`src/rtl/cpu_defs.sv`:
```
// Shared opcode, control-bit and control-mask definitions for the
// microcoded sequencer and its decode ROM.
package cpu_defs;

    localparam int CTRL_W = 16;

    localparam int OP_NOP = 0;
    localparam int OP_LDA = 1;
    localparam int OP_ADD = 2;
    localparam int OP_SUB = 3;
    localparam int OP_STA = 4;
    localparam int OP_LDI = 5;
    localparam int OP_JMP = 6;
    localparam int OP_JC  = 7;
    localparam int OP_JZ  = 8;
    localparam int OP_OUT = 14;
    localparam int OP_HLT = 15;

    localparam int B_HLT = 15;
    localparam int B_MI  = 14;
    localparam int B_RI  = 13;
    localparam int B_RO  = 12;
    localparam int B_IO  = 11;
    localparam int B_II  = 10;
    localparam int B_AI  = 9;
    localparam int B_AO  = 8;
    localparam int B_EO  = 7;
    localparam int B_SU  = 6;
    localparam int B_BI  = 5;
    localparam int B_OI  = 4;
    localparam int B_CE  = 3;
    localparam int B_CO  = 2;
    localparam int B_J   = 1;
    localparam int B_FI  = 0;

    typedef logic [CTRL_W-1:0] ctrl_t;

    localparam ctrl_t M_HLT = ctrl_t'(1) << B_HLT;
    localparam ctrl_t M_MI  = ctrl_t'(1) << B_MI;
    localparam ctrl_t M_RI  = ctrl_t'(1) << B_RI;
    localparam ctrl_t M_RO  = ctrl_t'(1) << B_RO;
    localparam ctrl_t M_IO  = ctrl_t'(1) << B_IO;
    localparam ctrl_t M_II  = ctrl_t'(1) << B_II;
    localparam ctrl_t M_AI  = ctrl_t'(1) << B_AI;
    localparam ctrl_t M_AO  = ctrl_t'(1) << B_AO;
    localparam ctrl_t M_EO  = ctrl_t'(1) << B_EO;
    localparam ctrl_t M_SU  = ctrl_t'(1) << B_SU;
    localparam ctrl_t M_BI  = ctrl_t'(1) << B_BI;
    localparam ctrl_t M_OI  = ctrl_t'(1) << B_OI;
    localparam ctrl_t M_CE  = ctrl_t'(1) << B_CE;
    localparam ctrl_t M_CO  = ctrl_t'(1) << B_CO;
    localparam ctrl_t M_J   = ctrl_t'(1) << B_J;
    localparam ctrl_t M_FI  = ctrl_t'(1) << B_FI;

endpackage

```
`src/rtl/microcode_rom.sv`:
```
// Combinational microcode decode: opcode, microstep and flags in,
// control word out. Unlisted opcode/step pairs decode to all-zero.
module microcode_rom
    import cpu_defs::*;
#(
    parameter int OPCODE_W = 4,
    parameter int STEP_W   = 3
) (
    input  logic [OPCODE_W-1:0] opcode_i,
    input  logic [STEP_W-1:0]   step_i,
    input  logic                carry_i,
    input  logic                zero_i,
    output logic [CTRL_W-1:0]   ctrl_o
);

    int op;
    int s;

    always_comb begin
        op     = int'(opcode_i);
        s      = int'(step_i);
        ctrl_o = '0;
        if (s == 0) begin
            ctrl_o = M_CO | M_MI;
        end else if (s == 1) begin
            ctrl_o = M_RO | M_II | M_CE;
        end else begin
            case (op)
                OP_LDA: begin
                    if (s == 2) ctrl_o = M_IO | M_MI;
                    if (s == 3) ctrl_o = M_RO | M_AI;
                end
                OP_ADD, OP_SUB: begin
                    if (s == 2) ctrl_o = M_IO | M_MI;
                    if (s == 3) ctrl_o = M_RO | M_BI;
                    if (s == 4) begin
                        ctrl_o = M_EO | M_AI | M_FI;
                        if (op == OP_SUB) ctrl_o = ctrl_o | M_SU;
                    end
                end
                OP_STA: begin
                    if (s == 2) ctrl_o = M_IO | M_MI;
                    if (s == 3) ctrl_o = M_AO | M_RI;
                end
                OP_LDI: if (s == 2) ctrl_o = M_IO | M_AI;
                OP_JMP: if (s == 2) ctrl_o = M_IO | M_J;
                // Conditional jumps collapse to an empty step when not taken
                OP_JC:  if (s == 2 && carry_i) ctrl_o = M_IO | M_J;
                OP_JZ:  if (s == 2 && zero_i) ctrl_o = M_IO | M_J;
                OP_OUT: if (s == 2) ctrl_o = M_AO | M_OI;
                OP_HLT: if (s == 2) ctrl_o = M_HLT;
                default: ctrl_o = '0;
            endcase
        end
    end

endmodule

```
`src/rtl/control_sequencer.sv`:
```
// Microcoded control sequencer: instruction register, microstep counter,
// ALU flags, halt latch and single-step edge detection.
module control_sequencer
    import cpu_defs::*;
#(
    parameter int  DATA_WIDTH = 8,
    parameter int  OPCODE_W   = 4,
    parameter int  STEP_COUNT = 5,
    localparam int STEP_W     = $clog2(STEP_COUNT)
) (
    input  logic                  clk,
    input  logic                  rst,
    input  logic                  run_en,
    input  logic                  step_req,
    input  logic [DATA_WIDTH-1:0] bus_in,
    input  logic                  carry_in,
    input  logic                  zero_in,
    output logic [CTRL_W-1:0]     ctrl,
    output logic [DATA_WIDTH-1:0] ir_bus_out,
    output logic                  ir_bus_oe,
    output logic [STEP_W-1:0]     step,
    output logic                  halted
);

    localparam int OPER_W = DATA_WIDTH - OPCODE_W;
    localparam logic [STEP_W-1:0] LAST_STEP = STEP_W'(STEP_COUNT - 1);
    localparam logic [STEP_W-1:0] BODY_STEP = STEP_W'(2);

    logic [DATA_WIDTH-1:0] ir_q, ir_d;
    logic [STEP_W-1:0]     step_q, step_d;
    logic                  carry_q, carry_d;
    logic                  zero_q, zero_d;
    logic                  halted_q, halted_d;
    logic                  step_req_q;
    logic                  step_rise;
    logic                  advance;

    microcode_rom #(
        .OPCODE_W (OPCODE_W),
        .STEP_W   (STEP_W)
    ) u_rom (
        .opcode_i (ir_q[DATA_WIDTH-1 -: OPCODE_W]),
        .step_i   (step_q),
        .carry_i  (carry_q),
        .zero_i   (zero_q),
        .ctrl_o   (ctrl)
    );

    // A held step_req yields one advance; run mode swallows any edge
    assign step_rise = step_req & ~step_req_q;
    assign advance   = ~halted_q & (run_en | step_rise);

    always_comb begin
        ir_d     = ir_q;
        step_d   = step_q;
        carry_d  = carry_q;
        zero_d   = zero_q;
        halted_d = halted_q;
        if (advance) begin
            if (ctrl[B_HLT]) begin
                halted_d = 1'b1;
            end else begin
                if (ctrl[B_II]) ir_d = bus_in;
                if (ctrl[B_FI]) begin
                    carry_d = carry_in;
                    zero_d  = zero_in;
                end
                if (step_q == LAST_STEP ||
                    (step_q >= BODY_STEP && ctrl == '0)) begin
                    step_d = '0;
                end else begin
                    step_d = step_q + STEP_W'(1);
                end
            end
        end
    end

    always_ff @(posedge clk or posedge rst) begin
        if (rst) begin
            ir_q       <= '0;
            step_q     <= '0;
            carry_q    <= 1'b0;
            zero_q     <= 1'b0;
            halted_q   <= 1'b0;
            step_req_q <= 1'b0;
        end else begin
            ir_q       <= ir_d;
            step_q     <= step_d;
            carry_q    <= carry_d;
            zero_q     <= zero_d;
            halted_q   <= halted_d;
            step_req_q <= step_req;
        end
    end

    assign ir_bus_out = {{OPCODE_W{1'b0}}, ir_q[OPER_W-1:0]};
    assign ir_bus_oe  = ctrl[B_IO];
    assign step       = step_q;
    assign halted     = halted_q;

endmodule

```
`config.mk`:
```
export PLATFORM = sky130hd
export DESIGN_NAME = control_sequencer
export DESIGN_NICKNAME = d
export VERILOG_FILES = /design/src/rtl/cpu_defs.sv /design/src/rtl/microcode_rom.sv /design/src/rtl/control_sequencer.sv
export SDC_FILE = /design/constraint.sdc
export NUM_CORES = 1
export LEC_CHECK = 0
export ABC_AREA = 1
export CAP_MARGIN = 30
export CORE_UTILIZATION = 48
export CTS_CLUSTER_DIAMETER = 200
export DETAILED_ROUTE_END_ITERATION = 10
export HOLD_SLACK_MARGIN = 0.03
export PLACE_DENSITY = 0.85
export SKIP_CTS_REPAIR_TIMING = 1
export SYNTH_ARGS = -nofsm -noshare
export SYNTH_HDL_FRONTEND = slang
export SYNTH_SLANG_ARGS = --single-unit
```
`constraint.sdc`:
```
create_clock -name clk -period 4.1 [get_ports clk]
set_clock_uncertainty 0.1 [all_clocks]
set_input_delay 0.82 -clock clk [delete_from_list [all_inputs] [get_ports clk]]
set_output_delay 0.82 -clock clk [all_outputs]
set_load 0.02 [all_outputs]
```
After elaboration in Yosys (flattened, before gate mapping) --
Cells that the tools add are included.
Word-level totals: flip-flop bits (word level) 15, logic and storage cells 57, output and inout port bits 29, bits of input ports 14
Operators by class: bitwise gates (word level) 6, multiplexer cells 16, eq/ne operators 16, $add $sub $neg 1, reduce and logical (&&, ||, !) cells 11, magnitude comparators 1
Operators by type and width (number):
- case mux 16 bit (9 select lines) | 1
- two-way mux 16 bit | 6
- two-way mux 12 bit | 4
- two-way mux 15 bit | 2
- == test 4 x 3 -> 1 bit, second input constant | 5
- zero test 16 bit | 1
- == test 3 bit, second input constant | 4
- == test 4 bit, second input constant | 3
- two-way mux 9 bit | 1
- == test 4 x 2 -> 1 bit, second input constant | 2
- two-way mux 7 bit | 1
- AND reduction 3 bit | 2
- == test 4 x 1 -> 1 bit, second input constant | 1
- AND reduction 2 bit | 2
- adder 3 x 1 -> 3 bit, second input constant | 1
- == test 3 x 2 -> 1 bit, second input constant | 1
- greater-or-equal comparator 3 x 2 -> 1 bit, second input constant | 1
- logical AND 1 bit | 3
- zero test 3 bit | 1
- two-way mux 3 bit | 1
- NOT 1 bit | 3
- AND 1 bit | 2
- OR reduction 2 bit | 1
- logical OR 1 bit | 1
- bitwise OR 1 bit | 1

Depth between registers and ports, before layout --
word-level depth 11, depth in mapped cells 13, depth with buffers taken out 13

Cells and area by module --
From an unflattened synthesis, not the netlist that was laid out.
Unflattened totals: cells, all modules 159, area, all modules 1124.8 um^2
By module, submodules not included:
- control_sequencer | instances 1, cells each 104, seq. area each 375.4 um^2, area an instance 857.1 um^2
- microcode_rom | instances 1, cells each 55, seq. area each 0.0 um^2, area an instance 267.8 um^2

Worst setup path after synthesis --
No wires, ideal clock.
path kind reg-to-output, from reg step_q[0], in the netlist step[0], to out ctrl[11], buffers on the path 1, data arrival time 1.753 ns, slack 1.427 ns, cell stages (with the launch flop) 8, cells stage by stage dfrtp_1 inv_1 ha_1 nand2_4 nand2_4 o21bai_1 nor2_2 buf_4
On the way: cells in the longest elaborated chain, start to end 7, elaborated cells between the ends (all ways) 19
Ends and longest elaborated chain:
- start: declaration | line control_sequencer.sv:30 | logic [STEP_W-1:0] step_q, step_d;
- start signal: assignment | line control_sequencer.sv:88 | step_q <= step_d;
- == test 3 bit
- two-way mux 15 bit | line microcode_rom.sv:30, microcode_rom.sv:34, microcode_rom.sv:42
- two-way mux 16 bit | line microcode_rom.sv:35 | if (s == 3) ctrl_o = M_RO | M_BI;
- two-way mux 16 bit | line microcode_rom.sv:36 | if (s == 4) begin
- case mux 16 bit (9 select lines) | line microcode_rom.sv:28 | case (op)
- two-way mux 16 bit | line microcode_rom.sv:25 | end else if (s == 1) begin
- two-way mux 16 bit (*) | line microcode_rom.sv:23 | if (s == 0) begin
- end: declaration | line control_sequencer.sv:18 | output logic [CTRL_W-1:0] ctrl,
Mark *: on every way between the ends. The rest lies on a longest branch, timed or not.

Worst setup path in the final report --
from reg step_q[0], in the netlist step[0], to out ctrl[1]
On the way: cells in the longest elaborated chain, start to end 6, elaborated cells between the ends (all ways) 17
Ends and longest elaborated chain (line):
- == test 3 bit, on equally long branches
- two-way mux 16 bit (tied with other cells) | microcode_rom.sv:35
- two-way mux 16 bit (tied with other cells) | microcode_rom.sv:36
- case mux 16 bit (9 select lines) | microcode_rom.sv:28
- two-way mux 16 bit | microcode_rom.sv:25
- two-way mux 16 bit (*) | microcode_rom.sv:23
Marks and branches as above.

==> flow_summary.toml <==
[run_status]
status = "complete, no violations"

[routing]
vias_per_cell = 4.90
drc = 0
routedWlPerCell_um = 11.0
via_count = 1064
dr.pass1.iters = 6
postRouteAntennaNets = 0
drtIter0Drc = 19
routed_wl_um = 2390

[finish]
drive_above_1_share_pct = 15.3
final_cell_mix = "clkdlybuf4s50_1 (38), nand2_1 (27), nor2_1 (23)"
mostFrequentLayoutCell = "clkdlybuf4s50_1"
fin_util_pct = 67.8
fillCellCount = 189
areaGrowthSynthToFinish_pct = 30.5
num_antenna_cells = 0
design_area_um2 = 1540
nets = 209

[worst_setup_path]
reg2reg_depth = 11
r2r_slack_ps = 2120
startpoint_type = "flop"
setup.worst_path.class = "flop to output port"
crit_arrival_ps = 2330
critPathRequiredTime_ps = 3180
path_max_fanout = 6
end_kind = "output port"

[floorplanning]
core_um2 = 2280
die_h_um = 51.6
die_area_um2 = 2670
chipWidth_um = 51.6
io_pins = 43
initial_core_util_pct = 52.0
rows = 17

[power_and_ir_drop]
finalPower_mw = 0.996
p_leak_nw = 0.784
powerDensity_nw_per_um2 = 646
vdd_drop_max_mv = 0.407

[synth]
ys_ff_latch = 15
ys.warnings.count = 0
synth_cell_types = 26
yosysSeqAreaShare_pct = 31.7
mappedNetlistArea_um2 = 1180
synthCells = 157
avgSynthCellArea_um2 = 7.53

[cts]
cts_buffers = 3
clock_latency_ps = 280
clock-sinks = 15
clock_path_buffers = 2
cts_tree = "done"
clkTransAtPathRegs_ps = 80
clockRootBuffer = "clkbuf_4"
h-tree-depth = 1

[grt]
grt-busiest-layer = "met2"
antenna_found_initial = 0
grt_pass1_wl_um = 4110
grt_max_degree = 16
grt_use_met2_pct = 36.4
grt_util_met3_pct = 2.63
grt_pass1_vias = 993
grt_overflow = 0
grt_use_total_pct = 20.6
grt_util_met1_pct = 25.3

[hold_path]
min_path_type = "flop to flop"
worstHoldPathCells = 1

[placed_design]
placedInstanceArea_um2 = 1520
portBuffers = 38
dp_hpwl_um = 1990
gp_congestion = 0.875

[sta]
whs_ps = 408
hold_viol_final = 0
maxSlewHeadroom_pct = 64.0
max_freq_mhz = 308
finalCritPeriodShare_pct = 79.2
period_minus_slack_ps = 3250
slew_viol_final = 0
finalSetupViolCount = 0
final.setup.tns_ps = 0
rsz0062_at_grt = "no"
worstMarginPinSlew_ps = 540

[job]
cap_violations = 0
-- cell usage after synthesis (all sizes together) --
| cell type | number | area share (%) |
|---|---|---|
| inv | 22 | 7.2 |
| o21bai | 2 | 1.3 |
| o21ai | 1 | 0.42 |
| nor2b | 1 | 0.74 |
| nand4 | 4 | 2.1 |
| buf | 13 | 7.8 |
| nor3 | 2 | 1.8 |
| dfrtp | 15 | 32 |
| conb | 1 | 0.32 |
| nor2 | 30 | 12 |
| a21oi | 7 | 3.0 |
| nand3 | 13 | 5.5 |
| a31oi | 1 | 0.53 |
| mux2 | 4 | 3.8 |
| ha | 5 | 5.3 |
| nand2 | 35 | 16 |
| o22ai | 1 | 0.53 |
-- cell families (layout without fill, tap and decap cells) --
| kind of cell | Yosys count | after routing | share of synthesized area (%) |
|---|---|---|---|
| simple gates | 85 | 85 | 38.1 |
| buf+inv | 35 | 64 | 15.0 |
| flops | 15 | 15 | 31.7 |
| compound gates | 12 | 12 | 5.71 |
| fa+ha+maj | 5 | 5 | 5.29 |
| mux | 4 | 4 | 3.81 |
| other cells | 1 | 4 | 0.317 |
-- metrics by stage --
stage               setup WS, ps  cells
floorplan                   1430    160
global placement            1230    213
detailed placement          1170    213
CTS                          847    217
global route                 666    217
finish                       854    217
-- report_power, final --
| group | internal (mW) | switching [mW] | leakage [nW] |
|---|---|---|---|
| registers | 0.203 | 0.0620 | 0.169 |
| logic | 0.272 | 0.377 | 0.600 |
| clock network | 0.0378 | 0.0451 | 0.0150 |
-- final timing paths --
kind                            startpoint       to
worst max-delay path               step[0]  ctrl[1]
worst min-delay path               ir_q[1]  ir_q[1]
worst max register to register     step[0]  step[0]
worst min register to register     ir_q[1]  ir_q[1]
min in group asynchronous              rst  ir_q[1]
max in group asynchronous              rst  step[1]
-- critical path, stage by stage, from the launching register on --
cell             delay, ps
dfrtp_1                440
inv_1                   90
ha_1                   300
nand2_4                150
nand2_4                 80
o21bai_1               180
a31oi_1                170
clkdlybuf4s50_1        630
-- per-layer routing --
metal / vias to the layer above / part of all wire [%] / wire (um)
li1: 543 / - / -
met1: 467 / 43 / 1020
met2: 49 / 50 / 1190
met3: 5 / 5.7 / 137
met4: 0 / 1.6 / 37
met5: - / 0 / 0
-- sequential cells by signal, summed over array words and instances, names as in the netlist --
register and count:
step_req_q 1, halted 1, step 3, zero_q 1, carry_q 1, ir_q 8
-- layout make-up --
| class | count | area (um^2) | area share (%) |
|---|---|---|---|
| tap | 28 | 35.0 | 2.27 |
| timing repair buffer | 38 | 380 | 24.7 |
| multi-input combinational | 110 | 641 | 41.5 |
| inverter | 22 | 85.1 | 5.52 |
| sequential | 15 | 375 | 24.3 |
| clock buffer | 4 | 26.3 | 1.70 |
Power figures use the tool's default switching activity.
